### src/rtl/dti_deserializer.sv
// dti_deserializer: packs NUM consecutive W_DIN-bit beats from a
// valid/ready consumer port into one W_DIN*NUM-bit word on a valid/ready
// producer port. Beat 0 lands in the least significant slot.
//
// Optional feature macro: DTI_DESER_PIPE_EN
//   undefined : din_ready is low while a word is waiting, so each word costs
//               NUM+1 cycles with both sides always ready.
//   defined   : while a word is waiting, din_ready follows dout_ready. The
//               first beat of the next word is accepted in the same cycle
//               the current word leaves, giving one word per NUM cycles.
//               This adds a combinational path dout_ready -> din_ready.
module dti_deserializer #(
    parameter  int W_DIN  = 16,
    parameter  int NUM    = 4,
    localparam int W_DOUT = W_DIN * NUM
) (
    input  logic              clk,
    input  logic              rst,
    // narrow beat stream in
    input  logic [W_DIN-1:0]  din_data,
    input  logic              din_valid,
    output logic              din_ready,
    // packed word stream out
    output logic [W_DOUT-1:0] dout_data,
    output logic              dout_valid,
    input  logic              dout_ready
);

    // Beat counter width; a single-beat word still needs a 1-bit counter.
    localparam int CW = (NUM > 1) ? $clog2(NUM) : 1;

    typedef enum logic {
        s_fill = 1'b0,
        s_full = 1'b1
    } state_t;

    state_t            state_reg;
    state_t            state_next;
    logic [CW-1:0]     cnt_reg;
    logic [CW-1:0]     cnt_next;

    logic [W_DIN-1:0]  slot_reg [NUM];
    logic [NUM-1:0]    slot_we;
    logic [CW-1:0]     wr_idx;
    logic [W_DOUT-1:0] buffer;

    logic              full;
    logic              last_beat;
    logic              din_fire;
    logic              dout_fire;

    // Port-side handshake: outputs are gated by rst so nothing is offered or
    // accepted while reset is asserted.
    always_comb begin
        full       = (state_reg == s_full) && !rst;
        dout_valid = full;
        dout_data  = full ? buffer : '0;
`ifdef DTI_DESER_PIPE_EN
        din_ready  = !rst && ((state_reg == s_fill) || dout_ready);
`else
        din_ready  = !rst && (state_reg == s_fill);
`endif
        din_fire   = din_valid && din_ready;
        dout_fire  = dout_valid && dout_ready;
        last_beat  = (cnt_reg == CW'(NUM - 1));
        // A beat accepted while a word is leaving always starts a new word.
        wr_idx     = (state_reg == s_fill) ? cnt_reg : '0;
    end

    // Next-state and beat-count logic.
    always_comb begin
        state_next = state_reg;
        cnt_next   = cnt_reg;
        case (state_reg)
            s_fill: begin
                if (din_fire) begin
                    if (last_beat) begin
                        cnt_next   = '0;
                        state_next = s_full;
                    end else begin
                        cnt_next   = cnt_reg + 1'b1;
                    end
                end
            end
            s_full: begin
                if (dout_fire) begin
                    state_next = s_fill;
                    cnt_next   = '0;
`ifdef DTI_DESER_PIPE_EN
                    if (din_fire) begin
                        if (NUM == 1) begin
                            // the incoming beat is already a complete word
                            state_next = s_full;
                            cnt_next   = '0;
                        end else begin
                            state_next = s_fill;
                            cnt_next   = CW'(1);
                        end
                    end
`endif
                end
            end
            default: begin
                state_next = s_fill;
                cnt_next   = '0;
            end
        endcase
    end

    // State and counter registers; reset discards any partial word.
    always_ff @(posedge clk) begin
        if (rst) begin
            state_reg <= s_fill;
            cnt_reg   <= '0;
        end else begin
            state_reg <= state_next;
            cnt_reg   <= cnt_next;
        end
    end

    // One storage slot per beat position, written only when its index is
    // the current write position of an accepted beat.
    generate
        for (genvar gi = 0; gi < NUM; gi++) begin : g_slot
            assign slot_we[gi] = din_fire && (wr_idx == CW'(gi));

            // Beat slot register.
            always_ff @(posedge clk) begin
                if (rst) begin
                    slot_reg[gi] <= '0;
                end else if (slot_we[gi]) begin
                    slot_reg[gi] <= din_data;
                end
            end

            assign buffer[gi*W_DIN +: W_DIN] = slot_reg[gi];
        end
    endgenerate

endmodule
### config.mk
export PLATFORM = sky130hd
export DESIGN_NAME = dti_deserializer
export DESIGN_NICKNAME = d
export VERILOG_FILES = /design/src/rtl/dti_deserializer.sv
export SDC_FILE = /design/constraint.sdc
export NUM_CORES = 1
export LEC_CHECK = 0
export BUFFER_PORTS_ARGS = -buffer_cell sky130_fd_sc_hd__buf_2
export CELL_PAD_IN_SITES_DETAIL_PLACEMENT = 0
export CELL_PAD_IN_SITES_GLOBAL_PLACEMENT = 1
export CORE_ASPECT_RATIO = 1.4
export CORE_MARGIN = 3
export CORE_UTILIZATION = 42
export CTS_BUF_LIST = sky130_fd_sc_hd__clkbuf_2 sky130_fd_sc_hd__clkbuf_4 sky130_fd_sc_hd__clkbuf_8
export DETAILED_ROUTE_END_ITERATION = 12
export MAX_ROUTING_LAYER = met4
export PLACE_DENSITY = 0.84
export RECOVER_POWER = 50
export SLEW_MARGIN = 20
export SYNTH_ARGS = -nofsm -noshare
export SYNTH_HDL_FRONTEND = slang
export SYNTH_SLANG_ARGS = --single-unit
### constraint.sdc
create_clock -name clk -period 2.6 [get_ports clk]
set_input_delay 0.13 -clock clk [delete_from_list [all_inputs] [get_ports clk]]
set_output_delay 0.13 -clock clk [all_outputs]
set_load 0.01 [all_outputs]
==> impl_metrics.py <==
metrics = {
    "setup_path": {
        "crit_family": "flip-flops",
        "required_ns": 2.47,
        "cpMaxStageDelayCell": "dfxtp_1",
        "start_kind": "register",
        "critical_path_class": "reg -> out",
        "r2r_slack_ns": 0.43,
        "critPathMaxStageDelay_ns": 0.68,
        "cp.arrival_ns": 2.07,
        "critPathBufInv": 2,
        "critical_path.endpoint_type": "primary output",
        "cp_max_fo": 52,
        "worstPathCellList": "nor2b_2 > buf_12 > and2_1 > buf_2",
    },
    "power_and_ir_drop": {
        "p_leak_nw": 1.62,
        "powerDensity_mw_per_mm2": 601,
        "power_mw": 2.25,
        "ir_worst_vdd_v": 0.000301,
    },
    "routing": {
        "drc": 0,
        "drtAntennaViolNets": 0,
        "routed_wl_um": 6570,
        "dr.first_iter.drc_count": 132,
        "dr_total_vias": 2051,
        "vias_per_cell": 4.71,
        "wl_per_cell_um": 15.1,
        "firstDrtPassIters": 4,
    },
    "placed_design": {
        "numPlacedInstances": 419,
        "dpl.hpwl_um": 4820,
        "dpl_cell_area_mm2": 0.00356,
        "port_buffers": 85,
        "gp_congestion": 0.801,
        "pre_cts_ws_ns": 0.772,
    },
    "synthesis": {
        "yosys.area.top_type": "edfxtp_1",
        "yosys_warnings": 0,
        "synth.most_common_cell": "nor2_1",
        "synth_fp_nets": 273,
        "synth_area_leaders": "edfxtp_1 (63%), and2_1 (13%), nor2_1 (8.1%), nand4bb_1 (6.0%), clkbuf_1 (2.1%)",
        "async_flop_share": 0,
        "ys_seq_area_frac": 0.655,
        "synth_commonest_cells": "nor2_1 (65), and2_1 (64), edfxtp_1 (64), clkbuf_1 (17), nand4bb_1 (16)",
        "synth_cells": 252,
        "synth_ff_type": "edfxtp_1",
        "synth_area_mm2": 0.00303,
        "synth.distinct_cells": 19,
        "synth-edff-count": 64,
        "synth_top_area_frac": 0.635,
        "syn_avg_cell_area_um2": 12.0,
        "ys_ff_latch": 67,
    },
    "layout": {
        "drive_gt1_frac": 0.312,
        "nNetsFinal": 356,
        "syn_to_final_growth_pct": 23.6,
        "postLayoutCoreUtil": 0.536,
        "fin_cells": 435,
        "postLayoutCellArea_mm2": 0.00374,
        "n_antenna_cell": 0,
        "fillers": 643,
        "largest_register_ffs": 64,
    },
    "timing": {
        "setup_viol": 0,
        "final.setup.tns_ns": 0,
        "worstMarginPinSlew_ns": 0.905,
        "min_period_ns": 2.20,
        "finalCritPeriodShare": 0.847,
        "fin_skew_ns": 0.00360,
        "setup_ws_ns": 0.397,
        "rsz0062_at_grt": "false",
        "fmax_mhz": 454,
        "maxSlewHeadroom": 0.396,
        "report.final.slew_viol_count": 0,
        "hold_viol": 0,
        "hold_slack_ns": 0.0987,
    },
    "clocking": {
        "post_cts_buffers": 0,
        "htree_levels": 3,
        "cts_root_buffer": "clkbuf_8",
        "clkSinkCount": 67,
        "worstSkewPairLatency_ns": 0.33,
        "cts_tree": "built",
        "clk_path_buf_depth": 2,
        "hold_buffers": 0,
        "cts.repair.resized": 0,
        "cts_made_buffers": 9,
        "path_clk_slew_ns": 0.06,
    },
    "die": {
        "die_x_um": 77.7,
        "io_pins": 86,
        "die_area_mm2": 0.00828,
        "core_area_mm2": 0.00698,
        "core.rowCount": 36,
        "die_h_um": 106,
        "start_util": 0.434,
    },
    "grt": {
        "antenna_found_initial": 0,
        "gr-total-overflow": 0,
        "grt_max_degree": 53,
        "grt_pass1_vias": 2082,
        "grt_use_total": 0.171,
        "grt_pass1_wl_um": 10300,
    },
    "run": {
        "maxCapViolCount": 0,
    },
    "outcome": {
        "status": "complete, no violations",
    },
    "min_path": {
        "min_path_type": "in -> reg",
    },
}
[worst paths after layout]
| check | start | to | cells past startpoint |
|---|---|---|---|
| worst min-delay path | dout_ready | state_reg | 3 |
| worst min register to register | cnt_reg[1] | cnt_reg[1] | 2 |
| worst max-delay path | state_reg | dout_data[50] | 4 |
| worst max register to register | cnt_reg[0] | slot_reg[3][9] | 3 |
[report_power, final]
| group | internal (mW) | switching [mW] |
|---|---|---|
| combinational | 0.0427 | 0.0982 |
| clock | 0.482 | 0.354 |
| sequential | 1.25 | 0.0186 |
| total | 1.78 | 0.471 |
[routing by layer]
metal / part of all wire / vias up / wire length (um) / global-route usage
met4: 0.015 / 0 / 97 / 0.0611
met3: 0.056 / 8 / 365 / 0.0432
met2: 0.53 / 60 / 3510 / 0.305
li1: - / 1020 / - / -
met5: 0 / - / 0 / -
met1: 0.39 / 963 / 2590 / 0.181
[cell families after synthesis]
logic type,after synthesis,share of synthesized area
and+or+nand+nor,156,0.295
DFF,67,0.655
buffers and inverters,20,0.0252
AOI/OAI and AO/OA,7,0.0174
muxes,1,0.00372
adders and majority gates,1,0.00413
[layout make-up]
type | instances | area (um2) | area share
Tap cell | 95 | 119 | 0.0318
Timing Repair Buffer | 91 | 474 | 0.127
Inverter | 1 | 3.75 | 0.00100
Multi-Input combinational cell | 165 | 971 | 0.259
Sequential cell | 67 | 1980 | 0.530
Clock inverter | 3 | 38.8 | 0.0104
Clock buffer | 13 | 154 | 0.0411
[worst min-delay path, cell delays in order]
cell and delay (ns):
buf_2 0.08, nand2b_1 0.10, a21oi_1 0.06
[cells in the final DEF, fill, tap and decap left out]
cell	netlist	layout
buf_2	1	84
nor2_1	65	65
and2_1	64	64
edfxtp_1	64	64
nand4bb_1	16	16
clkbuf_8	0	9
nand2b_1	6	6
o21bai_1	4	4
clkbuf_4	0	4
dfxtp_1	3	3
clkbuf_1	17	3
buf_4	0	3
or2_2	2	2
o32ai_1	2	2
nor2b_2	0	1
nand2_1	1	1
mux2_1	0	1
nand3b_1	1	1
a21oi_1	1	1
inv_1	1	1
ha_1	1	1
clkinv_2	0	1
clkinv_1	0	1
bufinv_16	0	1
buf_12	0	1
(Power assumes the default switching activity.)
